## src/rtl/pipe_adder.sv

```systemverilog
// pipe_adder: a WIDTH-bit ripple-carry adder. The add is split into CHUNK-bit slices, one slice per
// pipeline stage, with valid/ready handshakes on both sides. Define PIPE_ADDER_OVF_EN to add out_ovf.
module pipe_adder #(
    parameter int WIDTH = 32,
    parameter int CHUNK = 8
) (
    input  logic             clk,
    input  logic             rst_n,
    input  logic             in_valid,
    output logic             in_ready,
    input  logic [WIDTH-1:0] in_a,
    input  logic [WIDTH-1:0] in_b,
    input  logic             in_cin,
    output logic             out_valid,
    input  logic             out_ready,
    output logic [WIDTH-1:0] out_sum,
`ifdef PIPE_ADDER_OVF_EN
    output logic             out_ovf,
`endif
    output logic             out_cout
);

    localparam int STAGES = WIDTH / CHUNK;

    logic             stall_s;
    logic             vld_r [STAGES];
    logic             c_r   [STAGES];
    logic [WIDTH-1:0] a_r   [STAGES];
    logic [WIDTH-1:0] b_r   [STAGES];
    logic [WIDTH-1:0] sum_r [STAGES];
`ifdef PIPE_ADDER_OVF_EN
    logic             ovf_r;
`endif

    // A single global stall freezes every stage while the output is held.
    assign stall_s   = out_valid & ~out_ready;
    assign in_ready  = ~stall_s;
    assign out_valid = vld_r[STAGES-1];
    assign out_sum   = sum_r[STAGES-1];
    assign out_cout  = c_r[STAGES-1];

    for (genvar k = 0; k < STAGES; k++) begin : g_stage
        logic [WIDTH-1:0] a_src_s;
        logic [WIDTH-1:0] b_src_s;
        logic [WIDTH-1:0] sum_src_s;
        logic [WIDTH-1:0] sum_nxt_s;
        logic             cin_src_s;
        logic             vld_src_s;
        logic [CHUNK:0]   slice_s;

        if (k == 0) begin : g_head
            assign a_src_s   = in_a;
            assign b_src_s   = in_b;
            assign sum_src_s = {WIDTH{1'b0}};
            assign cin_src_s = in_cin;
            assign vld_src_s = in_valid;
        end else begin : g_body
            assign a_src_s   = a_r[k-1];
            assign b_src_s   = b_r[k-1];
            assign sum_src_s = sum_r[k-1];
            assign cin_src_s = c_r[k-1];
            assign vld_src_s = vld_r[k-1];
        end

        // Slice k of the add; lower slices are already final and pass straight through.
        always_comb begin
            slice_s = {1'b0, a_src_s[k*CHUNK +: CHUNK]}
                    + {1'b0, b_src_s[k*CHUNK +: CHUNK]}
                    + {{CHUNK{1'b0}}, cin_src_s};
            sum_nxt_s = sum_src_s;
            sum_nxt_s[k*CHUNK +: CHUNK] = slice_s[CHUNK-1:0];
        end

        // Stage register: holds on stall, otherwise loads operands, partial sum and slice carry.
        always_ff @(posedge clk or negedge rst_n) begin
            if (!rst_n) begin
                vld_r[k] <= 1'b0;
                c_r[k]   <= 1'b0;
                a_r[k]   <= {WIDTH{1'b0}};
                b_r[k]   <= {WIDTH{1'b0}};
                sum_r[k] <= {WIDTH{1'b0}};
            end else if (!stall_s) begin
                vld_r[k] <= vld_src_s;
                c_r[k]   <= slice_s[CHUNK];
                a_r[k]   <= a_src_s;
                b_r[k]   <= b_src_s;
                sum_r[k] <= sum_nxt_s;
            end
        end

`ifdef PIPE_ADDER_OVF_EN
        if (k == STAGES - 1) begin : g_ovf
            // Signed overflow: the operands agree in sign but the result does not.
            always_ff @(posedge clk or negedge rst_n) begin
                if (!rst_n) begin
                    ovf_r <= 1'b0;
                end else if (!stall_s) begin
                    ovf_r <= (a_src_s[WIDTH-1] == b_src_s[WIDTH-1]) &
                             (sum_nxt_s[WIDTH-1] != a_src_s[WIDTH-1]);
                end
            end
        end
`endif
    end

`ifdef PIPE_ADDER_OVF_EN
    assign out_ovf = ovf_r;
`endif

endmodule

```

## config.mk

```make
export PLATFORM = sky130hd
export DESIGN_NAME = pipe_adder
export DESIGN_NICKNAME = d
export VERILOG_FILES = /design/src/rtl/pipe_adder.sv
export SDC_FILE = /design/constraint.sdc
export NUM_CORES = 1
export LEC_CHECK = 0
export BUFFER_PORTS_ARGS = -buffer_cell sky130_fd_sc_hd__buf_4
export CORE_ASPECT_RATIO = 0.6
export CORE_MARGIN = 3
export CORE_UTILIZATION = 62
export DETAILED_ROUTE_END_ITERATION = 10
export PLACE_DENSITY_LB_ADDON = 0.15
export SYNTH_ARGS = -nofsm -noshare
export SYNTH_HDL_FRONTEND = slang
export SYNTH_SLANG_ARGS = --single-unit
```

## constraint.sdc

```tcl
create_clock -name clk -period 3.3 [get_ports clk]
set_input_delay 0.33 -clock clk [delete_from_list [all_inputs] [get_ports clk]]
set_output_delay 0.33 -clock clk [all_outputs]
set_load 0.05 [all_outputs]
```

==> reports/metrics.cfg, run 1 <==
[yosys]
netlist.area_leader.share_pct = 57.4
ys_ff_latch = 184
synth_area_sq_um = 8020
syn-num-nets = 1002
synth-main-ff-cell = dfrtp_1
synth-edff-count = 0
ys_warn_count = 0
synth_top_area_cell = dfrtp_1
synth_area_leaders = dfrtp_1 (57%), nand2_1 (23%), ha_1 (4.4%)
seq_area_frac_synth_pct = 57.4
synth.distinct_cells = 31
synth-async-reset-ratio_pct = 100
syn_inst = 897
synth.avg_cell_area_sq_um = 8.94

[cells_and_area]
final_nets = 1088
synthToLayoutAreaGrowth_pct = 19.3
diodes = 0
nFillCells = 872
drive_gt1_share_pct = 14.5
design_area_sq_um = 9570
final_cell_count_no_fill = 1161

[setup_path]
path_delay_family = adder cells
path_class = reg -> reg
worst_ep_arrival_time_ns = 2.64
rr_startpoint = g_stage[1].a_src_s[8]$_DFFE_PN0N_
end_kind = flip-flop
worstPathMaxFanout = 3
rr_worst_depth = 7
crit_path_start = g_stage[1].a_src_s[8]$_DFFE_PN0N_
r2r_end = g_stage[2].sum_src_s[14]$_DFFE_PN0N_
critPathMaxStageDelay_ns = 0.49
cp_cell_sequence = fa_1 > fa_1 > a21oi_1 > o211ai_1 > a21oi_1 > xor2_1 > o21ai_0
r2r_slack_ns = 0.93
crit_buf_inv = 0
cp-start-kind = flip-flop
cpMaxStageDelayCell = fa_1
cp.required_ns = 3.57

[clock_tree]
cts_hold_buffers = 0
cts_max_level = 4
cts_tree = done
cts_buffers = 17
cts_sinks = 184
post_cts_resized = 0
post_cts_buffers = 0
clock_latency_ns = 0.43
cts-root-buf = clkbuf_16
cts.clk_slew.worst_paths_ns = 0.07
clk_path_buf_depth = 2

[detailed_routing]
num_vias = 6071
drtAntennaViolNets = 0
via_per_inst = 5.23
drt_iter0_markers = 418
firstDrtPassIters = 5
wl_per_cell_microns = 14.4
wirelength_mm = 16.7
drc = 0

[floorplanning]
ios = 104
fp.dieH_microns = 94.1
die_w_microns = 153
design.core.area_sq_um = 12300
rows = 31
initial_core_util_pct = 65.0
dieArea_sq_um = 14400

[sta]
rsz0062_at_grt = no
clock.fmax_mhz = 423
tns_ns = 0
period_needed_ns = 2.37
hold_viol = 0
finalClockSkew_ns = 0.00929
slew_violations = 0
whs_ns = 0.0301
worst_pin_slew_ns = 0.874
setup_viol = 0
timing.slew.headroom_pct = 41.8
fin_crit_sh_pct = 71.7

[place]
place.gp.congestion = 0.837
postPlaceCellArea_sq_um = 8900
place_inst = 1129
io_buffers = 103
dp_hpwl_mm = 10.5

[hold_path]
hp-class = in -> async

[grt]
grt_pass1_vias = 5784
grt_usage_pct = 24.6
grt_max_degree = 195
overflow = 0
grt_pass1_wl_mm = 28.3
antenna_found_initial = 0

[power]
cellLeakagePower_nw = 5.04
ir_drop_uv = 1110
power_density_nw_per_um2 = 1060

[flow_run]
maxCapViolCount = 0

[status]
outcome = complete, no violations

[registers in the layout (all words and copies together), names as in the netlist]
signal             flops
out_sum               32
g_stage.cin_src_s      3
g_stage.a_src_s       48
g_stage.vld_src_s      3
g_stage.sum_src_s     48
out_valid              1
out_cout               1
g_stage.b_src_s       48
[worst max path at each step]
stage,endpoint,slack (ns),depth (start not counted)
2_1_floorplan,g_stage[2].sum_src_s[14]$_DFFE_PN0N_,1.20,7
3_3_place_gp,g_stage[1].sum_src_s[6]$_DFFE_PN0N_,1.0,8
3_5_place_dp,g_stage[1].sum_src_s[6]$_DFFE_PN0N_,0.92,8
4_1_cts,g_stage[2].sum_src_s[14]$_DFFE_PN0N_,0.95,7
5_1_grt,g_stage[2].sum_src_s[14]$_DFFE_PN0N_,0.78,7
6_report,g_stage[2].sum_src_s[14]$_DFFE_PN0N_,0.93,7
[kinds of logic (layout without fill, tap and decap cells)]
group,count (synthesis),in the layout,synth area share [%]
adder cells (fa/ha/maj),36,36,6.36
flip-flops,184,184,57.4
XOR/XNOR,16,16,1.75
AND/OR/NAND/NOR,520,520,25.0
buffers and inverters,51,150,2.89
AO/OA/AOI/OAI,90,90,6.63
[layout make-up]
class                      count  area, sq um  area share, %
clock buffer                  19          453           4.73
clock inverter                13          215           2.25
inverter                      10         40.0          0.418
multi-input combinational    662         3190           33.4
sequential                   184         4600           48.1
tap                          165          206           2.16
timing repair buffer         108          855           8.93
[synthesized netlist by cell type (6+ instances only)]
cell	n
a21oi_1	16
fa_1	8
a21o_1	6
buf_2	17
nor3_1	11
nor2_1	13
clkbuf_1	21
ha_1	28
inv_1	9
nand2_1	484
o21ai_0	41
dfrtp_1	184
xor2_1	12
a211oi_1	10
[cell usage in the layout, fill, tap and decap left out, types with 2 or more instances in the layout]
master and n:
buf_4 104, nor2b_4 2, clkbuf_8 3, nor2b_1 2
a211oi_1 10, a21oi_1 16, xor2_1 12, a31oi_1 5
inv_6 2, nor3_1 11, nor2_1 13, or3_1 3
o21ai_0 41, fa_1 8, o211ai_1 5, nand2_1 484
bufinv_16 5, inv_1 9, clkinvlp_4 3, ha_1 28
clkbuf_16 17, xnor2_1 4, a21o_1 6, buf_12 3
dfrtp_1 184, nand2b_1 3, o21bai_1 3
[worst reg2reg max path, stage by stage (launching register included)]
cell and delay (ns):
dfrtp_1 0.40, fa_1 0.50, fa_1 0.43, a21oi_1 0.26
o211ai_1 0.16, a21oi_1 0.23, xor2_1 0.16, o21ai_0 0.08
[routing by layer]
metal | wire (microns) | GRT usage (%) | vias to the layer above
li1 | - | - | 3021
met1 | 8300 | 37.0 | 2868
met2 | 7260 | 36.1 | 168
met3 | 959 | 5.43 | 14
met4 | 197 | 7.49 | 0
met5 | 0 | 0 | -
[stage by stage]
step                      power (W)  setup slack, ns  util [%]
after floorplan             0.00667             1.20         -
after global placement      0.00764            0.999      72.2
after detailed placement    0.00778            0.921      72.2
after CTS                    0.0101            0.950      77.6
after global routing         0.0108            0.778      77.6
final                        0.0101            0.933      77.6
[report_power, final]
part           total, W  internal [W]  switching (W)
sequential      0.00384       0.00323       0.000607
clock           0.00227       0.00140       0.000879
combinational   0.00398       0.00143        0.00255
total            0.0101       0.00606        0.00404
Power figures use the tool's default switching activity.
==> run 2: changes to the inputs <==
Settings changed: CORE_UTILIZATION 62 to 58.
Clock period 3.3 ns to 2.3 ns, I/O delays scaled along.
==> run 2 against run 1 <==
Effect of this change: global-route usage fell by 1.8 points; cell count rose by 3.7%; first-iteration DRC count fell by 13%; die area rose by 6.5%; utilization fell by 2.8 points; sequential power rose by 43%; hold slack got worse by 0.017 ns; critical endpoint is now out_sum[30]$_DFFE_PN0N_; largest cell class unchanged; largest power group unchanged; highest routed layer unchanged.
==> reports/metrics.cfg, run 2 (synthesized netlist as in run 1, its figures left out) <==
[status]
outcome = complete, no violations

[detailed_routing]
via_per_inst = 5.07
num_vias = 6103
firstDrtPassIters = 5
wirelength_mm = 16.5
drt_iter0_markers = 364
wl_per_cell_microns = 13.7
drc = 0
drtAntennaViolNets = 0

[cells_and_area]
most-common-layout-cells = nand2_1 (484), dfrtp_1 (184), buf_4 (116)
nFillCells = 981
synthToLayoutAreaGrowth_pct = 22.8
drive_gt1_share_pct = 15.8
mostFrequentLayoutCell = nand2_1
diodes = 0
final_nets = 1126
final_util_pct = 74.8

[floorplanning]
die_w_microns = 158
initial_core_util_pct = 60.9
fp.dieH_microns = 97.1
design.core.area_sq_um = 13200
rows = 32
dieArea_sq_um = 15300
ios = 104

[place]
place.gp.congestion = 0.857
io_buffers = 103
dp_hpwl_mm = 10.9

[grt]
antenna_found_initial = 0
grt_pass1_vias = 5843
grt_pass1_wl_mm = 28.2
grt_max_degree = 88
grt_usage_pct = 22.8
overflow = 0

[setup_path]
worstPathMaxFanout = 3
cpMostUsedCell = fa_2
rr_startpoint = g_stage[3].a_src_s[24]$_DFFE_PN0N_
end_kind = flip-flop
r2r_end = out_sum[30]$_DFFE_PN0N_
critPathMaxStageDelay_ns = 0.43
cp.required_ns = 2.67
r2r_slack_ns = 0.11
cp_cell_sequence = fa_2 > inv_1 > fa_2 > nor2b_4 > o31a_1 > o311a_1 > a211oi_1 > a21o_1
path_class = reg -> reg
worst_ep_arrival_time_ns = 2.56
rr_worst_depth = 8
cpMaxStageDelayCell = fa_2
cp-start-kind = flip-flop

[clock_tree]
cts.clk_slew.worst_paths_ns = 0.07
post_cts_buffers = 0
cts-root-buf = clkbuf_16
cts_sinks = 184
clk_path_buf_depth = 2
cts_buffers = 17
clock_latency_ns = 0.43
cts_max_level = 4
cts_tree = done

[sta]
slew_violations = 0
worst_pin_slew_ns = 0.713
fin_crit_sh_pct = 95.4
whs_ns = 0.0126
clock.fmax_mhz = 456
tns_ns = 0
finalClockSkew_ns = 0.00896
period_needed_ns = 2.19
setup_viol = 0
hold_viol = 0
rsz0062_at_grt = no
timing.slew.headroom_pct = 52.5

[power]
cellLeakagePower_nw = 5.16
ir_drop_uv = 876
power_density_nw_per_um2 = 1440

[hold_path]
hold_end = g_stage[1].a_src_s[20]$_DFFE_PN0N_
hp-class = in -> reg
holdCritStartpoint = in_a[20]
hold_depth = 3

[flow_run]
maxCapViolCount = 0

## run 2: how the worst max path moves through the flow
stage | startpoint | to | slack [ns] | depth (start not counted)
finish | g_stage[3].a_src_s[24]$_DFFE_PN0N_ | out_sum[30]$_DFFE_PN0N_ | 0.11 | 8
floorplan | g_stage[1].a_src_s[8]$_DFFE_PN0N_ | g_stage[2].sum_src_s[14]$_DFFE_PN0N_ | 0.20 | 7
detailed placement | g_stage[3].a_src_s[24]$_DFFE_PN0N_ | out_sum[30]$_DFFE_PN0N_ | 0.03 | 8
global route | g_stage[1].a_src_s[8]$_DFFE_PN0N_ | g_stage[2].sum_src_s[14]$_DFFE_PN0N_ | 0.02 | 7
CTS | g_stage[3].a_src_s[24]$_DFFE_PN0N_ | out_sum[30]$_DFFE_PN0N_ | 0.02 | 8
global placement | g_stage[1].a_src_s[8]$_DFFE_PN0N_ | g_stage[2].sum_src_s[14]$_DFFE_PN0N_ | 0.08 | 7
## run 2: layout make-up
cell class              count  area (sq um)  area share (%)
repair buffers            146          1190            12.1
multi-input cells         662          3220            32.7
inverters                  10          40.0           0.406
flip-flops and latches    184          4600            46.7
clock inverters            15           154            1.56
clock buffers              17           425            4.32
well taps                 170           213            2.16
## run 2: report_power, final
| part | switching (W) | leakage, nW | internal (W) | total (W) |
|---|---|---|---|---|
| clock network | 0.00134 | 0.276 | 0.00153 | 0.00287 |
| registers | 0.000846 | 2.23 | 0.00464 | 0.00549 |
| logic | 0.00365 | 2.66 | 0.00215 | 0.00580 |
| total | 0.00583 | 5.16 | 0.00833 | 0.0142 |
## run 2: what timing repair did
| action | CTS | global route |
|---|---|---|
| resized for setup | 1 | 7 |
| setup endpoints to repair | 1 | 6 |
| hold buffers | 27 | 0 |
| hold endpoints to repair | 108 | 0 |
| pin swaps | 0 | 1 |
## run 2: per-stage QoR
step                worst slack (ns)  instance area [sq um]  std cells  total power [W]
floorplan                      0.198                   8020        897          0.00958
global placement              0.0792                   8980       1145           0.0110
detailed placement            0.0347                   8980       1145           0.0112
CTS                           0.0182                   9830       1204           0.0142
global route                  0.0206                   9850       1204           0.0152
finish                         0.106                   9850       1204           0.0142
## run 2: routing by layer
metal / GRT usage (%) / part of all wire [%] / wire [microns]
met1: 36.8 / 52 / 8520
met5: 0 / 0 / 0
met3: 4.49 / 4.5 / 750
met4: 6.40 / 0.84 / 138
met2: 31.4 / 43 / 7080
## run 2: critical path: cells and delay by family, from the launching register on
family | cells | cell delay (ns)
buffers and inverters | 1 | 0.08
AND/OR/NAND/NOR | 1 | 0.05
AO/OA/AOI/OAI | 4 | 0.93
adder cells (fa/ha/maj) | 2 | 0.67
flip-flops | 1 | 0.41
==> run 3: changes to the inputs <==
Settings changed: CORE_UTILIZATION 58 to 62.
Clock period 2.3 ns to 2.55 ns, I/O delays scaled along.
==> run 3 against run 2 <==
Effect of this change: global-route usage rose by 2.6 points; count of clock-buffer cells in the layout increased by 1; worst setup slack lost 0.027 ns; sequential power fell by 9.3%; sequential share of layout area grew 1.2 points; via count rose by 2.0%; first-iteration DRC count grew 42%; clock power is essentially flat; register-to-register slack worse by 0.03 ns; power fell by 7.5%; largest cell class unchanged.
==> reports/metrics.cfg, run 3 (synthesized netlist as in run 1, its figures left out) <==
[grt]
grt_max_degree = 195
grt.met2_usage_pct = 37.9
busiest_layer = met1
overflow = 0
grt_usage_pct = 25.5
antenna_found_initial = 0
grt_pass1_wl_mm = 29.4
met3_usage_pct = 5.89
use_met1_pct = 38.8
grt_pass1_vias = 6027

[cells_and_area]
nFillCells = 845
most-common-layout-cells = nand2_1 (484), dfrtp_1 (184), buf_4 (110)
final_nets = 1095
mostFrequentLayoutCell = nand2_1
diodes = 0
final_cell_count_no_fill = 1168
drive_gt1_share_pct = 14.9
synthToLayoutAreaGrowth_pct = 19.7
final_util_pct = 77.9

[detailed_routing]
drt_iter0_markers = 516
firstDrtPassIters = 5
num_vias = 6226
wl_per_cell_microns = 14.8
drtAntennaViolNets = 0
wirelength_mm = 17.3
via_per_inst = 5.33
drc = 0

[sta]
period_needed_ns = 2.47
timing.final.ws_setup_ns = 0.0789
worst_pin_slew_ns = 0.812
tns_ns = 0
clock.fmax_mhz = 405
timing.slew.headroom_pct = 45.9
rsz0062_at_grt = no
slew_violations = 0
hold_viol = 0
setup_viol = 0
finalClockSkew_ns = 0.00871
fin_crit_sh_pct = 96.9

[floorplanning]
fp.dieH_microns = 94.1
design.core.area_sq_um = 12300
ios = 104
rows = 31
initial_core_util_pct = 65.0
dieArea_sq_um = 14400
die_w_microns = 153

[setup_path]
cp_cell_sequence = fa_1 > fa_1 > a21oi_1 > o211ai_1 > a21oi_1 > xor2_1 > o21ai_0
cp.required_ns = 2.81
crit_path_start = g_stage[2].a_src_s[16]$_DFFE_PN0N_
critPathMaxStageDelay_ns = 0.48
path_delay_family = adder cells
worstPathMaxFanout = 3
path_class = reg -> reg
end_kind = flip-flop
rr_startpoint = g_stage[2].a_src_s[16]$_DFFE_PN0N_
crit_buf_inv = 0
worst_ep_arrival_time_ns = 2.73
cpMaxStageDelayCell = fa_1
cp-start-kind = flip-flop

[power]
power_density_nw_per_um2 = 1360
ir_drop_uv = 1230
cellLeakagePower_nw = 5.07
total_power_w = 0.0131

[hold_path]
holdCritStartpoint = in_b[31]
hp-class = in -> reg

[place]
io_buffers = 103
place_inst = 1135
dp_slack_ns = 0.230
dp_hpwl_mm = 11.2
place.gp.congestion = 0.816

[clock_tree]
cts.clk_slew.worst_paths_ns = 0.07
cts_buffers = 17
post_cts_buffers = 0
clk_path_buf_depth = 2
cts_tree = done
cts-root-buf = clkbuf_16
cts_max_level = 4
cts_sinks = 184
clock_latency_ns = 0.41

[flow_run]
maxCapViolCount = 0

[status]
outcome = complete, no violations

run 3: worst register-to-register path: stages, from the launching register on:
cell      delay [ns]
dfrtp_1         0.40
fa_1            0.48
fa_1            0.45
a21oi_1         0.29
o211ai_1        0.16
a21oi_1         0.28
xor2_1          0.19
o21ai_0         0.09
run 3: worst paths after layout:
kind	end	cells past startpoint	slack [ns]
setup / recovery	g_stage[3].sum_src_s[22]$_DFFE_PN0N_	7	0.08
hold / removal	g_stage[1].b_src_s[31]$_DFFE_PN0N_	3	0.03
setup reg to reg	g_stage[3].sum_src_s[22]$_DFFE_PN0N_	7	0.08
hold reg to reg	out_sum[16]$_DFFE_PN0N_	2	0.47
max in group asynchronous	g_stage[1].a_src_s[19]$_DFFE_PN0N_	3	1.36
min in group asynchronous	g_stage[3].sum_src_s[13]$_DFFE_PN0N_	2	0.44
run 3: layout make-up:
type                    instances  area [sq um]  area share (%)
clock inverters                14           219            2.28
clock buffers                  18           429            4.47
multi-input cells             662          3190            33.3
repair buffers                115           910            9.47
inverters                      10          40.0           0.417
well taps                     165           206            2.15
flip-flops and latches        184          4600            47.9
run 3: routing by layer:
layer | up-vias | share of wire (%)
li1 | 3024 | -
met1 | 3005 | 50
met2 | 185 | 44
met3 | 12 | 5.6
met4 | 0 | 0.81
met5 | - | 0
run 3: through the flow:
stage | hold WS (ns) | instance area [sq um]
floorplan | -0.0406 | 8020
global placement | 0.336 | 8940
detailed placement | 0.335 | 8940
CTS | 0.0180 | 9600
global route | 0.0164 | 9600
finish | 0.0306 | 9600
run 3: what timing repair did:
action / 4_1_cts / 5_1_grt
hold endpoints to repair: 79 / 0
hold buffers: 1 / 0
gates resized for setup: 0 / 0
run 3: where the power goes:
group          switching, W  total [W]  leakage [nW]  internal (W)
Clock               0.00113    0.00288         0.311       0.00175
Sequential         0.000793    0.00498          2.23       0.00419
Combinational       0.00336    0.00524          2.53       0.00188
Total               0.00528     0.0131          5.07       0.00781
